`src/rtl/pipe_ctrl_pkg.sv`:
```
// Shared definitions for the pipeline control slice: FSM state encoding and
// register-index constants used by the hazard logic.
package pipe_ctrl_pkg;

   // Width of an architectural register index.
   localparam int REG_W = 5;

   // $zero is never a real dependency because writes to it are discarded.
   localparam logic [REG_W-1:0] REG_ZERO = 5'd0;

   // Hazard sequencer states.
   typedef enum logic {
      ST_RUN      = 1'b0,
      ST_MEM_WAIT = 1'b1
   } ctrlState_t;

endpackage

```
`src/rtl/haz_load_use_det.sv`:
```
// Load-use hazard detector: purely combinational compare between the load
// sitting in EX and the source registers of the instruction in ID.
// Kept stand-alone so the forwarding unit bench can reuse it.
module haz_load_use_det
   import pipe_ctrl_pkg::*;
(
   input  logic             idexMemRead,
   input  logic [REG_W-1:0] idexRt,
   input  logic [REG_W-1:0] ifidRs,
   input  logic [REG_W-1:0] ifidRt,
   input  logic             ifidUsesRt,
   output logic             loadUse
);

   logic rsMatch;
   logic rtMatch;

   // rs is always a source; rt only counts when the ID instruction reads it.
   assign rsMatch = (idexRt == ifidRs);
   assign rtMatch = ifidUsesRt && (idexRt == ifidRt);

   // A load into $zero produces no usable value, so it never stalls.
   assign loadUse = idexMemRead && (idexRt != REG_ZERO) && (rsMatch || rtMatch);

endmodule

```
`src/rtl/pipe_hazard_ctrl.sv`:
```
// Central stall/flush sequencer for the 5-stage pipeline. Handles load-use
// bubbles, taken-branch flushes and data-cache miss freezes, with a watchdog
// that flags a memory access hung longer than MEM_TIMEOUT cycles.
// Optional build macro HAZ_PERF_CNT_EN adds bubble/flush/freeze cycle counters.
module pipe_hazard_ctrl
   import pipe_ctrl_pkg::*;
#(
   parameter int MEM_TIMEOUT = 255,
   parameter int CNT_W       = 8
)
(
   input  logic             clk_i,
   input  logic             rst_i,
   input  logic [REG_W-1:0] ifid_rs_i,
   input  logic [REG_W-1:0] ifid_rt_i,
   input  logic             ifid_uses_rt_i,
   input  logic             idex_memread_i,
   input  logic [REG_W-1:0] idex_rt_i,
   input  logic             branch_taken_i,
   input  logic             mem_req_i,
   input  logic             mem_ack_i,
   output logic             pc_write_o,
   output logic             ifid_stall_o,
   output logic             ifid_flush_o,
   output logic             idex_stall_o,
   output logic             idex_bubble_o,
   output logic             exmem_stall_o,
   output logic             memwb_stall_o,
   output logic             busy_o,
`ifdef HAZ_PERF_CNT_EN
   output logic [31:0]      perf_bubble_o,
   output logic [31:0]      perf_flush_o,
   output logic [31:0]      perf_memstall_o,
`endif
   output logic             err_o
);

   localparam logic [CNT_W-1:0] TIMEOUT_CNT = CNT_W'(MEM_TIMEOUT);

   ctrlState_t       stateReg;
   ctrlState_t       stateNext;
   logic [CNT_W-1:0] wcntReg;
   logic [CNT_W-1:0] wcntNext;
   logic             errReg;
   logic             errNext;

   logic             loadUse;
   logic             missPending;
   logic             freeze;

   logic             pcWrite;
   logic             ifidStall;
   logic             ifidFlush;
   logic             idexStall;
   logic             idexBubble;
   logic             exmemStall;
   logic             memwbStall;

   haz_load_use_det uLoadUse (
      .idexMemRead (idex_memread_i),
      .idexRt      (idex_rt_i),
      .ifidRs      (ifid_rs_i),
      .ifidRt      (ifid_rt_i),
      .ifidUsesRt  (ifid_uses_rt_i),
      .loadUse     (loadUse)
   );

   // A hit or same-cycle fill (ack with req) is not a miss; in MEM_WAIT a
   // dropped request is taken as completion too.
   assign missPending = mem_req_i && !mem_ack_i;

   // Next-state, watchdog and raw control decode; miss beats load-use beats branch.
   always_comb begin
      stateNext  = stateReg;
      wcntNext   = wcntReg;
      errNext    = errReg;
      freeze     = 1'b0;
      pcWrite    = 1'b0;
      ifidStall  = 1'b0;
      ifidFlush  = 1'b0;
      idexStall  = 1'b0;
      idexBubble = 1'b0;
      exmemStall = 1'b0;
      memwbStall = 1'b0;
      case (stateReg)
         ST_RUN: begin
            if (missPending) begin
               ifidStall  = 1'b1;
               idexStall  = 1'b1;
               exmemStall = 1'b1;
               memwbStall = 1'b1;
               stateNext  = ST_MEM_WAIT;
               wcntNext   = CNT_W'(1);
            end else if (loadUse) begin
               // Hold the dependent instruction one cycle; the load moves to
               // MEM meanwhile, so the hazard clears on its own next cycle.
               ifidStall  = 1'b1;
               idexBubble = 1'b1;
            end else if (branch_taken_i) begin
               ifidFlush  = 1'b1;
               pcWrite    = 1'b1;
            end else begin
               pcWrite    = 1'b1;
            end
         end
         ST_MEM_WAIT: begin
            // Hazard/branch inputs are ignored here: IF/ID is frozen, so they
            // are re-evaluated in the first RUN cycle after the fill.
            if (missPending) begin
               freeze     = 1'b1;
               ifidStall  = 1'b1;
               idexStall  = 1'b1;
               exmemStall = 1'b1;
               memwbStall = 1'b1;
               if (wcntReg != TIMEOUT_CNT) begin
                  wcntNext = wcntReg + 1'b1;
               end
            end else begin
               // Release everything this cycle so the pipe advances at the edge.
               pcWrite   = 1'b1;
               stateNext = ST_RUN;
               wcntNext  = '0;
            end
         end
         default: begin
            stateNext = ST_RUN;
            wcntNext  = '0;
         end
      endcase
      // err rises together with the count reaching the limit and stays set.
      if ((stateNext == ST_MEM_WAIT) && (wcntNext == TIMEOUT_CNT)) begin
         errNext = 1'b1;
      end
   end

   // State, wait counter and sticky watchdog flag.
   always_ff @(posedge clk_i or negedge rst_i) begin
      if (!rst_i) begin
         stateReg <= ST_RUN;
         wcntReg  <= '0;
         errReg   <= 1'b0;
      end else begin
         stateReg <= stateNext;
         wcntReg  <= wcntNext;
         errReg   <= errNext;
      end
   end

   // All pipeline controls are held inactive while reset is asserted.
   assign pc_write_o    = rst_i && pcWrite;
   assign ifid_stall_o  = rst_i && ifidStall;
   assign ifid_flush_o  = rst_i && ifidFlush;
   assign idex_stall_o  = rst_i && idexStall;
   assign idex_bubble_o = rst_i && idexBubble;
   assign exmem_stall_o = rst_i && exmemStall;
   assign memwb_stall_o = rst_i && memwbStall;
   assign busy_o        = (stateReg == ST_MEM_WAIT);
   assign err_o         = errReg;

`ifdef HAZ_PERF_CNT_EN
   logic [31:0] perfBubbleReg;
   logic [31:0] perfFlushReg;
   logic [31:0] perfMemStallReg;

   // Free-running event counters, wrapping modulo 2^32.
   always_ff @(posedge clk_i or negedge rst_i) begin
      if (!rst_i) begin
         perfBubbleReg   <= '0;
         perfFlushReg    <= '0;
         perfMemStallReg <= '0;
      end else begin
         if (idexBubble) begin
            perfBubbleReg <= perfBubbleReg + 32'd1;
         end
         if (ifidFlush) begin
            perfFlushReg <= perfFlushReg + 32'd1;
         end
         if (freeze) begin
            perfMemStallReg <= perfMemStallReg + 32'd1;
         end
      end
   end

   assign perf_bubble_o   = perfBubbleReg;
   assign perf_flush_o    = perfFlushReg;
   assign perf_memstall_o = perfMemStallReg;
`endif

endmodule

```
`config.mk`:
```
export PLATFORM = sky130hd
export DESIGN_NAME = pipe_hazard_ctrl
export DESIGN_NICKNAME = d
export VERILOG_FILES = /design/src/rtl/pipe_ctrl_pkg.sv /design/src/rtl/haz_load_use_det.sv /design/src/rtl/pipe_hazard_ctrl.sv
export SDC_FILE = /design/constraint.sdc
export NUM_CORES = 1
export LEC_CHECK = 0
export ABC_AREA = 0
export CAP_MARGIN = 20
export CORE_MARGIN = 2
export CORE_UTILIZATION = 30
export DETAILED_ROUTE_END_ITERATION = 8
export PLACE_DENSITY = 0.64
export RECOVER_POWER = 100
export REMOVE_ABC_BUFFERS = 1
export SYNTH_ARGS = -nofsm -noshare
export SYNTH_HDL_FRONTEND = slang
export SYNTH_HIERARCHICAL = 1
export SYNTH_SLANG_ARGS = --single-unit
```
`constraint.sdc`:
```
create_clock -name clk_i -period 1.8 [get_ports clk_i]
set_input_delay 0.27 -clock clk_i [delete_from_list [all_inputs] [get_ports clk_i]]
set_output_delay 0.27 -clock clk_i [all_outputs]
set_load 0.02 [all_outputs]
```
Word-level counts from Yosys, hierarchy flattened
Index checks and enable logic that the tools add are counted.
{"block": "totals", "reg_bits": 10, "out_inout_bits": 9, "wordCells": 40}
{"block": "classes", "addsub": 1, "n_eq_ne": 4, "muxes": 18, "n_bitwise": 1, "reduce_logical": 13}
{"cell": "2-to-1 mux 8 bit", "n": 3}
{"cell": "one-hot mux 8 bit (2 select lines)", "n": 1}
{"cell": "2-to-1 mux 1 bit", "n": 12}
{"cell": "== test 5 bit", "n": 2}
{"cell": "logical AND 1 bit", "n": 10}
{"cell": "adder 8 x 1 -> 8 bit, second input constant", "n": 1}
{"cell": "== test 8 bit, second input constant", "n": 1}
{"cell": "!= test 8 bit, second input constant", "n": 1}
{"cell": "nonzero test 5 bit", "n": 1}
{"cell": "one-hot mux 1 bit (2 select lines)", "n": 2}
{"cell": "logical NOT 1 bit", "n": 1}
{"cell": "logical OR 1 bit", "n": 1}
{"cell": "NOT 1 bit", "n": 1}

Longest topological paths before layout
{"block": "depth", "ltp_word": 8, "mapped_depth": 7, "depth_no_buf": 6}

Cells and area by module
The synthesis kept the hierarchy.
{"mod": "pipe_hazard_ctrl", "n_inst": 1, "cells_per_inst": 77, "area_per_inst_um2": 688.2}
{"mod": "haz_load_use_det", "n_inst": 1, "cells_per_inst": 17, "area_per_inst_um2": 132.6}

Worst setup path after synthesis
No wires, ideal clock.
{"block": "synth_path", "kind": "input to output", "from": "input idex_rt_i[0]", "to": "output ifid_flush_o", "arrival_ns": 1.707, "t_required_ns": 1.530, "slack_ns": -0.177, "path_stages": 4, "path_buffers": 0, "path_cell_list": "or4_1 > o21ai_1 > a21oi_1 > nor4b_1"}
{"block": "synth_via", "elab_chain_cells": 8}
{"item": "start: declaration", "line_no": "pipe_hazard_ctrl.sv:18", "source": "input logic [REG_W-1:0] idex_rt_i,"}
{"item": "== test 5 bit", "line_no": "haz_load_use_det.sv:20", "source": "assign rtMatch = ifidUsesRt && (idexRt == ifidRt);"}
{"item": "logical AND 1 bit", "line_no": "haz_load_use_det.sv:20"}
{"item": "logical OR 1 bit", "line_no": "haz_load_use_det.sv:23", "source": "assign loadUse = idexMemRead && (idexRt != REG_ZERO) && (rsMatch || rtMatch);"}
{"item": "logical AND 1 bit (*)", "line_no": "haz_load_use_det.sv:23"}
{"item": "named net loadUse", "line_no": "pipe_hazard_ctrl.sv:47", "source": "logic loadUse;"}
{"item": "2-to-1 mux 1 bit (*)", "line_no": "pipe_hazard_ctrl.sv:94", "source": "end else if (loadUse) begin"}
{"item": "2-to-1 mux 1 bit (*)", "line_no": "pipe_hazard_ctrl.sv:87", "source": "if (missPending) begin"}
{"item": "2-to-1 mux 1 bit (*)", "line_no": "pipe_hazard_ctrl.sv:85", "source": "case (stateReg)"}
{"item": "logical AND 1 bit (*)", "line_no": "pipe_hazard_ctrl.sv:152", "source": "assign ifid_flush_o = rst_i && ifidFlush;"}
{"item": "end: declaration", "line_no": "pipe_hazard_ctrl.sv:24", "source": "output logic ifid_flush_o,"}
Mark *: on every way through the listed nets, which the timed path passes. The rest lies on a longest branch.

Final worst setup path
{"block": "layout_path", "from": "input idex_rt_i[3]", "to": "output ifid_flush_o"}
Same word-level chain as after synthesis.

==> qor.csv <==
stage,metric,value,unit
outcome,run_status,finished with violations,
outcome,violations,negative setup slack,
logic_synthesis,yosysUniqueCellTypes,36,
global_routing,grt_first_pass_wirelength,3990,um
routing,vias,897,
timing,timing.final.crit_share,108,%
timing,max_freq,514,MHz
cts,cts_tree,yes,
logic_synthesis,syn_inst,94,
cts,root_buffer,clkbuf_4,
placement,numPortBuffers,30,
global_routing,grt.overflow.total,0,
logic_synthesis,synth-main-ff-cell,dfrtp_1,
die,die-area,3170,um^2
hold_path,min_to,err_o,
logic_synthesis,ys_warn_count,6,
cts,clockBufferDepth,2,
cts,path_clk_slew,70,ps
power_and_ir_drop,comb_power_share,30.4,%
timing,min_period,1940,ps
die,io_pins,31,
routing,drc_errors,0,
finish,post-route-util,53.6,%
placement,post-dp-hpwl,1860,um
global_routing,antenna_found_initial,0,
timing,worstMarginPinSlew,612,ps
die,initial_core_util,32.3,%
finish,diodes,0,
finish,syn2layout_area_growth,66.3,%
setup_path,cp-start-kind,input port,
cts,numCtsBuffers,3,
global_routing,grt_max_degree,11,
finish,fill_cells,248,
power_and_ir_drop,p_seq_share,37.0,%
routing,antenna_left,0,
hold_path,hold_class,flop to flop,
routing,detail_route.vias_per_cell,5.10,
timing,setup_violations,4,
die,die_h,56.3,um
global_routing,grt.total_usage,16.0,%
logic_synthesis,synth_area,821,um^2
power_and_ir_drop,vdd.ir_drop.worst,0.449,mV
logic_synthesis,yosys.area.top_type,dfrtp_1,
logic_synthesis,synth_edf_count,0,
timing,layout_setup_ws,-145,ps
power_and_ir_drop,cellInternalPower,0.457,mW
logic_synthesis,synth_top_area_share,30.5,%
logic_synthesis,yosys-top-cells-area,"dfrtp_1, xor2_1, a21oi_1, o21ai_0, nand3_1",
power_and_ir_drop,pwr_density_cell,467,nW/um^2
logic_synthesis,synth-seq-cells,10,
routing,avgRoutedWirePerCell,13.3,um
finish,drive_above_1_share,39.0,%
power_and_ir_drop,clockPowerShare,32.6,%
die,die_x,56.3,um
timing,slew_headroom,59.2,%
cts,clock_latency,270,ps
finish,nets,170,
timing,rsz0062_at_grt,yes,
hold_path,min_path_cells,1,
routing,drtIter0Drc,12,
routing,wl,2340,um
die,core-area,2540,um^2
logic_synthesis,ys_seq_area_share,30.5,%
timing,clock_skew,8.34,ps
setup_path,end_kind,output pin,
global_routing,first_global_vias,898,
setup_path,worstPathMaxFanout,3,
power_and_ir_drop,p_sw,0.181,mW
finish,final_area,1370,um^2
power_and_ir_drop,p_sw_share,28.4,%
setup_path,required,1530,ps
logic_synthesis,synth_common_cells,"a21oi_1, dfrtp_1, o21ai_0, xor2_1, nand3_1",
finish,stdcell_count,176,
placement,place_inst,169,
placement,preCtsSetupSlack,-978,ps
timing,drv_slew,0,
setup_path,crit_type,input port to output pin,
logic_synthesis,syn_area_per_cell,8.73,um^2
placement,globalplace.congestion,0.859,
setup_path,r2r_setup_slack,120,ps
power_and_ir_drop,p_total,0.637,mW
routing,dr.pass1.iters,4,
setup_path,reg2regPathDepth,6,
die,row_count,18,
setup_path,worstPathArrival,1670,ps
hold_path,worstHoldStart,err_o,
setup_path,rr_startpoint,wcntReg[1],
power_and_ir_drop,leakagePower,0.608,nW
job,drv_cap,0,
logic_synthesis,ys_async_sr_fraction,100,%
cts,cts.sinks,10,
cts,htreeDepth,1,
timing,timing_hold_violations_final,0,
setup_path,regToRegEndpoint,err_o,
placement,place_area,1270,um^2
==> worst max-delay path, stage by stage <==
cell and delay [ps]:
buf_6 90, or4_4 540, o21ai_4 140, a21oi_2 70
buf_4 150, nor4b_4 240, buf_4 180
==> repair_timing <==
| item | 4_1_cts | 5_1_grt |
|---|---|---|
| pin swaps | 18 | 10 |
| hold buffers | 0 | 0 |
| endpoints found under the hold margin | 0 | 0 |
| resized for setup | 69 | 28 |
| buffers inserted | 2 | 1 |
| endpoints found under the setup margin | 7 | 8 |
==> routing by layer <==
| metal | global-route usage, % | routed length (um) | up-vias |
|---|---|---|---|
| met2 | 27.2 | 1220 | 15 |
| met3 | 2.76 | 69 | 0 |
| li1 | - | - | 444 |
| met4 | 5.10 | 0 | 0 |
| met5 | 0 | 0 | - |
| met1 | 20.5 | 1060 | 438 |
==> cell type report <==
class	instances	area, um^2	area share [%]
multi-input combinational	75	593	43.4
clock buffer	4	36.3	2.66
tap	30	37.5	2.75
inverter	6	25.0	1.83
sequential	10	250	18.3
timing repair buffer	51	423	31.0
==> cells by family (layout without fill, tap and decap cells) <==
group                    Yosys count  count (layout)  synth area share (%)
buffers and inverters              9              61                  5.79
flip-flops                        10              10                  30.5
XOR/XNOR                          11              11                  11.7
AND/OR/NAND/NOR                   33              33                  26.8
AO/OA/AOI/OAI                     30              30                  23.6
adder cells (fa/ha/maj)            1               1                  1.52
==> registers in the layout (all words and copies together), names as in the netlist <==
register / flops
wcntReg: 8
busy_o: 1
err_o: 1
==> worst max-delay path by stage <==
stage	from	end	slack (ps)	cells after the start
floorplan	idex_rt_i[0]	ifid_flush_o	-180	4
global placement	idex_rt_i[3]	ifid_stall_o	-920	8
detailed placement	idex_rt_i[4]	ifid_stall_o	-980	9
CTS	idex_rt_i[3]	ifid_flush_o	-160	7
global route	mem_ack_i	err_o	-190	10
finish	idex_rt_i[3]	ifid_flush_o	-140	7
==> power by group through the flow <==
stage / sequential, mW / clock [mW] / combinational [mW]
after detailed placement: 0.239 / 0 / 0.186
after global routing: 0.237 / 0.222 / 0.210
after global placement: 0.239 / 0 / 0.184
after CTS: 0.235 / 0.213 / 0.183
final: 0.236 / 0.208 / 0.194
after floorplan: 0.245 / 0 / 0.0646
==> placed cells by master (no fill, tap or decap), types with 3 or more instances in the layout <==
| master | count |
|---|---|
| a21oi_1 | 8 |
| buf_2 | 4 |
| clkdlybuf4s15_1 | 3 |
| dfrtp_1 | 10 |
| inv_1 | 5 |
| clkbuf_2 | 3 |
| nand2_1 | 5 |
| nand3_1 | 6 |
| buf_6 | 5 |
| xor2_1 | 6 |
| dlygate4sd3_1 | 3 |
| clkbuf_1 | 3 |
| clkbuf_4 | 4 |
| buf_4 | 19 |
| clkdlybuf4s50_1 | 5 |
| xnor2_1 | 3 |
| o21ai_0 | 8 |
| nor2_1 | 4 |
| a21boi_1 | 3 |
==> stage by stage <==
step,hold WS [ps],TNS [ps]
after floorplan,-25.6,-223
after global placement,456,-4270
after detailed placement,463,-4590
after CTS,481,-221
after global routing,500,-728
final,475,-256
(Power assumes the default switching activity.)
